<file path="config.mk">
export PLATFORM = sky130hd
export DESIGN_NAME = rst_release_seq
export DESIGN_NICKNAME = d
export VERILOG_FILES = /design/src/rtl/rst_release_seq.sv
export SDC_FILE = /design/constraint.sdc
export NUM_CORES = 1
export LEC_CHECK = 0
export CAP_MARGIN = 5
export CELL_PAD_IN_SITES_DETAIL_PLACEMENT = 0
export CELL_PAD_IN_SITES_GLOBAL_PLACEMENT = 1
export CORE_MARGIN = 5
export CORE_UTILIZATION = 33
export CTS_CLUSTER_SIZE = 10
export DETAILED_ROUTE_END_ITERATION = 7
export HOLD_SLACK_MARGIN = 0.08
export PLACE_DENSITY_LB_ADDON = 0.1
export SLEW_MARGIN = 20
export SYNTH_ARGS = -nofsm -noshare
export SYNTH_HDL_FRONTEND = slang
export SYNTH_SLANG_ARGS = --single-unit
</file>
<file path="constraint.sdc">
create_clock -name i_clk -period 3.5 [get_ports i_clk]
set_input_delay 0.7 -clock i_clk [delete_from_list [all_inputs] [get_ports i_clk]]
set_output_delay 0.7 -clock i_clk [all_outputs]
set_load 0.05 [all_outputs]
</file>
<file path="src/rtl/rst_release_seq.sv">
`default_nettype none
// ============================================================================
// Module      : rst_release_seq
// Description : Asynchronous-assert, synchronous staggered-release reset
//               sequencer with soft-reset handshake. Optional watchdog when
//               RST_WDOG_EN is defined.
// Revision    : 1.0 - initial release
// ============================================================================
module rst_release_seq #(
  parameter int SYNC_STAGES = 2,
  parameter int N_STAGES    = 4,
  parameter int STAGE_DLY   = 16,
  parameter int WDOG_CYC    = 100
) (
  input  logic                i_clk,
  input  logic                i_rst_n,
  input  logic                i_soft_req,
  output logic                o_soft_ack,
  output logic [N_STAGES-1:0] o_rst,
  output logic                o_rst_done
`ifdef RST_WDOG_EN
  ,
  input  logic                i_kick,
  output logic                o_wdog_trip
`endif
);

  localparam int c_CNT_W = $clog2(STAGE_DLY + 1);
  localparam int c_IDX_W = $clog2(N_STAGES + 1);
  localparam logic [c_CNT_W-1:0] c_CNT_TC   = c_CNT_W'(STAGE_DLY - 1);
  localparam logic [c_IDX_W-1:0] c_IDX_DONE = c_IDX_W'(N_STAGES);

  if (SYNC_STAGES < 2 || N_STAGES < 1 || N_STAGES > 16 ||
      STAGE_DLY < 1 || WDOG_CYC < 1) begin : g_param_err
    $error("rst_release_seq: parameter out of range");
  end

  typedef enum logic [1:0] {
    ST_HOLD    = 2'd0,
    ST_RELEASE = 2'd1,
    ST_RUN     = 2'd2,
    ST_SOFT    = 2'd3
  } state_t;

  state_t                 r_state;
  logic [c_CNT_W-1:0]     r_cnt;
  logic [c_IDX_W-1:0]     r_idx;
  logic                   r_soft_seq;
  logic [SYNC_STAGES-1:0] r_sync;
  logic [N_STAGES-1:0]    w_clr_mask;
  logic                   w_sync_rel;
  logic                   w_tc;
  logic                   w_wdog_fire;
  logic                   w_soft_go;

  // Only the deasserting edge of i_rst_n is synchronised; assertion is async.
  always_ff @(posedge i_clk or negedge i_rst_n) begin
    if (!i_rst_n) begin
      r_sync <= '0;
    end else begin
      r_sync <= {r_sync[SYNC_STAGES-2:0], 1'b1};
    end
  end

  assign w_sync_rel = r_sync[SYNC_STAGES-1];
  assign w_tc       = (r_cnt == c_CNT_TC);

  for (genvar g = 0; g < N_STAGES; g++) begin : g_clr_mask
    assign w_clr_mask[g] = (r_idx == c_IDX_W'(g));
  end

`ifdef RST_WDOG_EN
  localparam int c_WDOG_W = $clog2(WDOG_CYC + 1);
  localparam logic [c_WDOG_W-1:0] c_WDOG_TC = c_WDOG_W'(WDOG_CYC - 1);

  logic [c_WDOG_W-1:0] r_wdog_cnt;

  // A kick on the terminal cycle still rescues the system.
  assign w_wdog_fire = (r_state == ST_RUN) && !i_kick && (r_wdog_cnt == c_WDOG_TC);

  always_ff @(posedge i_clk or negedge i_rst_n) begin
    if (!i_rst_n) begin
      r_wdog_cnt  <= '0;
      o_wdog_trip <= 1'b0;
    end else begin
      if (r_state != ST_RUN || i_kick || w_soft_go) begin
        r_wdog_cnt <= '0;
      end else begin
        r_wdog_cnt <= r_wdog_cnt + c_WDOG_W'(1);
      end
      if (w_wdog_fire) begin
        o_wdog_trip <= 1'b1;
      end
    end
  end
`else
  assign w_wdog_fire = 1'b0;
`endif

  assign w_soft_go = (r_state == ST_RUN) && (i_soft_req || w_wdog_fire);

  // r_cnt is always zero in HOLD, so the HOLD exit edge is the first counted
  // cycle; this places stage k's release STAGE_DLY*(k+1) edges after sync rise.
  always_ff @(posedge i_clk or negedge i_rst_n) begin
    if (!i_rst_n) begin
      r_state    <= ST_HOLD;
      r_cnt      <= '0;
      r_idx      <= '0;
      r_soft_seq <= 1'b0;
      o_rst      <= '1;
      o_rst_done <= 1'b0;
      o_soft_ack <= 1'b0;
    end else begin
      o_soft_ack <= 1'b0;
      case (r_state)
        ST_HOLD, ST_RELEASE: begin
          if (r_idx == c_IDX_DONE) begin
            r_state    <= ST_RUN;
            o_rst_done <= 1'b1;
            o_soft_ack <= r_soft_seq;
            r_soft_seq <= 1'b0;
          end else if (r_state == ST_RELEASE || w_sync_rel) begin
            r_state <= ST_RELEASE;
            if (w_tc) begin
              o_rst <= o_rst & ~w_clr_mask;
              r_idx <= r_idx + c_IDX_W'(1);
              r_cnt <= '0;
            end else begin
              r_cnt <= r_cnt + c_CNT_W'(1);
            end
          end
        end
        ST_RUN: begin
          if (w_soft_go) begin
            r_state    <= ST_SOFT;
            o_rst      <= '1;
            o_rst_done <= 1'b0;
            r_cnt      <= '0;
            r_idx      <= '0;
            r_soft_seq <= 1'b1;
          end
        end
        ST_SOFT: begin
          if (w_tc) begin
            r_state <= ST_RELEASE;
            r_cnt   <= '0;
          end else begin
            r_cnt <= r_cnt + c_CNT_W'(1);
          end
        end
        default: begin
          r_state <= ST_HOLD;
        end
      endcase
    end
  end

endmodule
`default_nettype wire

</file>
# Word level (Yosys, flattened, before mapping)
# Cells that the tools add are included.
# W data, S select, Z words.
[totals]
reg_bits = 19
latchBits = 0
ram_bits = 0
mem_bits_ro = 0
input_bits = 3
out_inout_bits = 6
memories = 0
[classes]
addsub = 2
multipliers = 0
div = 0
magnitude_cmp = 0
eq_ne = 15
shift = 0
muxes = 28
n_bitwise = 2
reduce_logical = 10
[ops]
columns = ["operator", "count"]
rows = [
  ["$mux W5", 4],
  ["$mux W4", 4],
  ["$pmux W5 S3", 1],
  ["$mux W3", 4],
  ["$ne A2 B2 Y1 const B", 6],
  ["$reduce_and A3 Y1", 3],
  ["$mux W2", 4],
  ["$pmux W4 S2", 1],
  ["$eq A3 B2 Y1 const B", 2],
  ["$mux W1", 6],
  ["$pmux W2 S3", 1],
  ["$pmux W3 S2", 1],
  ["$add A5 B1 Y5 const B", 1],
  ["$eq A5 B4 Y1 const B", 1],
  ["$reduce_and A5 Y1", 1],
  ["$and A4 B4 Y4", 1],
  ["$eq A2 B2 Y1 const B", 2],
  ["$not A4 Y4", 1],
  ["$pmux W1 S2", 2],
  ["$add A3 B1 Y3 const B", 1],
  ["$eq A3 B1 Y1 const B", 1],
  ["$eq A3 B3 Y1 const B", 1],
  ["$logic_not A3 Y1", 1],
  ["$ne A3 B3 Y1 const B", 1],
  ["other kinds (6)", 6],
]

# Longest topological paths before layout
[depth]
ltp_word = 7
ltp_mapped = 5

# Worst setup path after synthesis
# No wires, ideal clock.
[synth_path]
path_kind = "register to register"
startpoint = "register r_idx[0]"
endpoint = "register r_idx[1]"
arrival_ps = 1381
path_slack_ps = 2015
stages_incl_launch_ff = 6
synth_period_minus_slack_ps = 1485
path_cell_list = "dfrtp_1 > inv_1 > ha_1 > o2bb2ai_2 > or4_1 > o311ai_1"
[synth_via]
elab_chain_cells = 5
[synth_rtl]
columns = ["element", "line", "source"]
rows = [
  ["start, declared", "47", "logic [c_IDX_W-1:0] r_idx;"],
  ["start signal, assigned", "126", "r_idx <= r_idx + c_IDX_W'(1);"],
  ["$add A3 B1 Y3", "126", ""],
  ["$mux W3", "124", "if (w_tc) begin"],
  ["$mux W3", "122", "end else if (r_state == ST_RELEASE || w_sync_rel) begin"],
  ["$mux W3", "117", "if (r_idx == c_IDX_DONE) begin"],
  ["$pmux W3 S2", "115", "case (r_state)"],
]
# Several ways; a longest one is shown, not always the timed one. The select of a mux whose other input is x is not followed.
# A chain may end at the register's enable or synchronous reset.

# Worst setup path after layout
[layout_path]
startpoint = "register o_rst[3]"
endpoint = "output o_rst[3]"
[layout_rtl]
columns = ["element", "line", "source"]
rows = [
  ["start, declared", "19", "output logic [N_STAGES-1:0] o_rst,"],
  ["start signal, assigned", "125", "o_rst <= o_rst & ~w_clr_mask;"],
]
# No word-level cell between the ends.

==> results.py <==
metrics = {
    "detailed_routing": {
        "antenna_left": 0,
        "drt_wl_total_mm": 1.72,
        "dr.first_iter.drc_count": 25,
        "drc": 0,
        "wire_per_inst_um": 13.2,
        "dr.pass1.iters": 6,
        "viasPerCell": 5.08,
        "via_count": 666,
    },
    "die": {
        "start_util_pct": 34.7,
        "die_height_um": 63.9,
        "die-area_um2": 4080,
        "die_w_um": 63.9,
        "io-pin-count": 9,
        "fp-row-count": 19,
        "core_area_um2": 2760,
    },
    "timing": {
        "worst_slack_ns": 1.15,
        "hold_viol_final": 0,
        "fin_skew_ns": 0.00688,
        "setup_violations": 0,
        "period_minus_slack_ns": 2.35,
        "drv_slew": 0,
        "max_slew_margin_pct": 43.7,
        "rsz0062_at_grt": "false",
        "max_freq_ghz": 0.426,
        "fin_setup_tns_ns": 0,
        "tightest_slew_ns": 0.842,
        "fin_crit_sh_pct": 67.1,
    },
    "critical_path": {
        "required_ns": 2.80,
        "critPathLaunchType": "flip-flop",
        "critical-path-top-delay-family": "buffers and inverters",
        "critPathKind": "reg -> out",
        "regToRegSetupSlack_ns": 1.78,
        "cpMaxStageDelayCell": "clkdlybuf4s50_1",
        "worstPathArrival_ns": 1.65,
        "cp_cell_sequence": "clkdlybuf4s50_1",
        "max_stage_delay_ns": 0.79,
        "endpoint_kind": "output pin",
        "cp_max_fo": 2,
        "cp.buffers_inverters": 1,
    },
    "global_routing": {
        "use_met2_pct": 14.4,
        "grt_first_pass_wirelength_mm": 3.04,
        "grt_use_met3_pct": 2.45,
        "track_usage_pct": 9.41,
        "antenna_found_initial": 0,
        "grt_max_degree": 20,
        "first_global_vias": 677,
        "overflow": 0,
        "grt_use_met1_pct": 12.2,
        "grt.busiest_layer": "met2",
    },
    "pwr": {
        "leakagePower_nw": 0.496,
        "peakVddDrop_mv": 0.405,
        "power.density_nw_per_um2": 739,
        "power_uw": 804,
    },
    "logic_synthesis": {
        "synth_ff_type": "dfrtp_1",
        "ys_seq_area_share_pct": 50.2,
        "yosys-top-cells-count": "dfrtp_1, inv_1, a21oi_1, ha_1, nor2_1",
        "synth.avg_cell_area_um2": 10.6,
        "async_flop_share_pct": 100,
        "syn_nets": 99,
        "ys_types": 33,
        "syn-cell-area_um2": 957,
        "ys_seq_elements": 19,
        "synth-edff-count": 0,
        "yosys_warnings": 0,
        "synth_area_leader_cell": "dfrtp_1",
        "yosysMostFrequentCell": "dfrtp_1",
        "synth_top_area_share_pct": 39.2,
        "synth_cells": 90,
        "synth.area.top_cells": "dfrtp_1, dfstp_2, ha_1, inv_1, a21oi_1",
    },
    "final_layout": {
        "syn2layout_area_growth_pct": 13.6,
        "nFillCells": 271,
        "antenna_cells": 0,
        "nets": 110,
        "final_cells": 131,
        "drive_above_1_share_pct": 13.0,
    },
    "placed_design": {
        "pre_cts_slack_ns": 1.49,
        "port_buffers": 8,
        "post-dp-hpwl_mm": 1.24,
        "gp_congestion": 0.691,
        "placed_cells": 127,
    },
    "clocking": {
        "cts_tree": "built",
        "clk_pin_slew_ns": 0.12,
        "htree_num_levels": 1,
        "hold_buffers": 0,
        "clkSinkCount": 19,
        "clock_path_buffers": 2,
        "clk_latency_ns": 0.30,
        "post_cts_buffers": 0,
        "cts-root-buf": "clkbuf_4",
        "numCtsBuffers": 3,
        "cts_resized": 0,
    },
    "worst_hold_path": {
        "hold_class": "reg -> reg",
    },
    "outcome": {
        "status": "completed",
    },
    "flow_run": {
        "cap_viol_max_count": 0,
    },
}
==> power breakdown <==
| group | switching (mW) | internal (mW) | total, mW |
|---|---|---|---|
| Combinational | 0.186 | 0.126 | 0.312 |
| Clock | 0.0748 | 0.0425 | 0.117 |
| Sequential | 0.0856 | 0.289 | 0.375 |
| Total | 0.346 | 0.457 | 0.804 |
==> cell usage in the layout (no fill, tap or decap), types with 2 or more instances in the layout <==
cell type / instances
clkbuf_4: 3
o211ai_1: 2
nand2_1: 5
dfrtp_1: 15
o2111ai_1: 2
ha_1: 6
a21oi_1: 6
o21ai_0: 3
nor2_1: 6
dfstp_2: 4
inv_1: 12
clkdlybuf4s50_1: 8
nand3b_1: 2
nand2b_1: 3
nand3_1: 3
mux2i_1: 2
==> worst paths after layout <==
| kind | start | end | cells after the start |
|---|---|---|---|
| worst max-delay path | o_rst[3]$_DFFE_PN1P_ | o_rst[3] | 1 |
| worst min register to register | r_sync[0]$_DFF_PN0_ | r_sync[1]$_DFF_PN0_ | 0 |
| min in group asynchronous | i_rst_n | o_soft_ack$_DFF_PN0_ | 1 |
| max in group asynchronous | i_rst_n | r_state[0]$_DFFE_PN0P_ | 1 |
| worst min-delay path | r_sync[0]$_DFF_PN0_ | r_sync[1]$_DFF_PN0_ | 0 |
| worst max register to register | r_idx[0]$_DFFE_PN0P_ | o_rst[0]$_DFFE_PN1P_ | 5 |
==> state kept, by name, summed over array words and instances (netlist names) <==
| signal | cells |
|---|---|
| o_rst | 4 |
| o_soft_ack | 1 |
| r_sync | 2 |
| r_soft_seq | 1 |
| r_cnt | 5 |
| o_rst_done | 1 |
| r_state | 2 |
| r_idx | 3 |
==> cell families after synthesis <==
group                    share of synthesized area (%)
AND/OR/NAND/NOR                                   17.9
AO/OA/AOI/OAI                                     15.2
flip-flops                                        50.2
buffers and inverters                             6.40
adder cells (fa/ha/maj)                           7.84
multiplexers                                      2.09
other                                            0.392
==> area by class of cell <==
| class | count | area (um2) | area share [%] |
|---|---|---|---|
| clock buffers | 3 | 22.5 | 2.07 |
| clock inverters | 1 | 5.00 | 0.460 |
| inverters | 12 | 45.0 | 4.14 |
| multi-input cells | 57 | 415 | 38.2 |
| flip-flops and latches | 19 | 480 | 44.2 |
| well taps | 31 | 38.8 | 3.57 |
| repair buffers | 8 | 80.1 | 7.36 |
==> per-stage QoR <==
stage / instance area [um2] / hold slack [ns] / utilization (%)
after floorplan: 957 / 0.331 / -
after global placement: 1060 / 0.334 / 38.4
after detailed placement: 1060 / 0.346 / 38.4
after CTS: 1090 / 0.371 / 39.4
after global routing: 1090 / 0.367 / 39.4
final: 1090 / 0.363 / 39.4
==> layer usage <==
| metal | wire length, um | part of all wire (%) |
|---|---|---|
| met1 | 871 | 51 |
| met2 | 789 | 46 |
| met3 | 64 | 3.7 |
| met4 | 0 | 0 |
| met5 | 0 | 0 |
No activity file was read; power rests on OpenSTA's default activity.
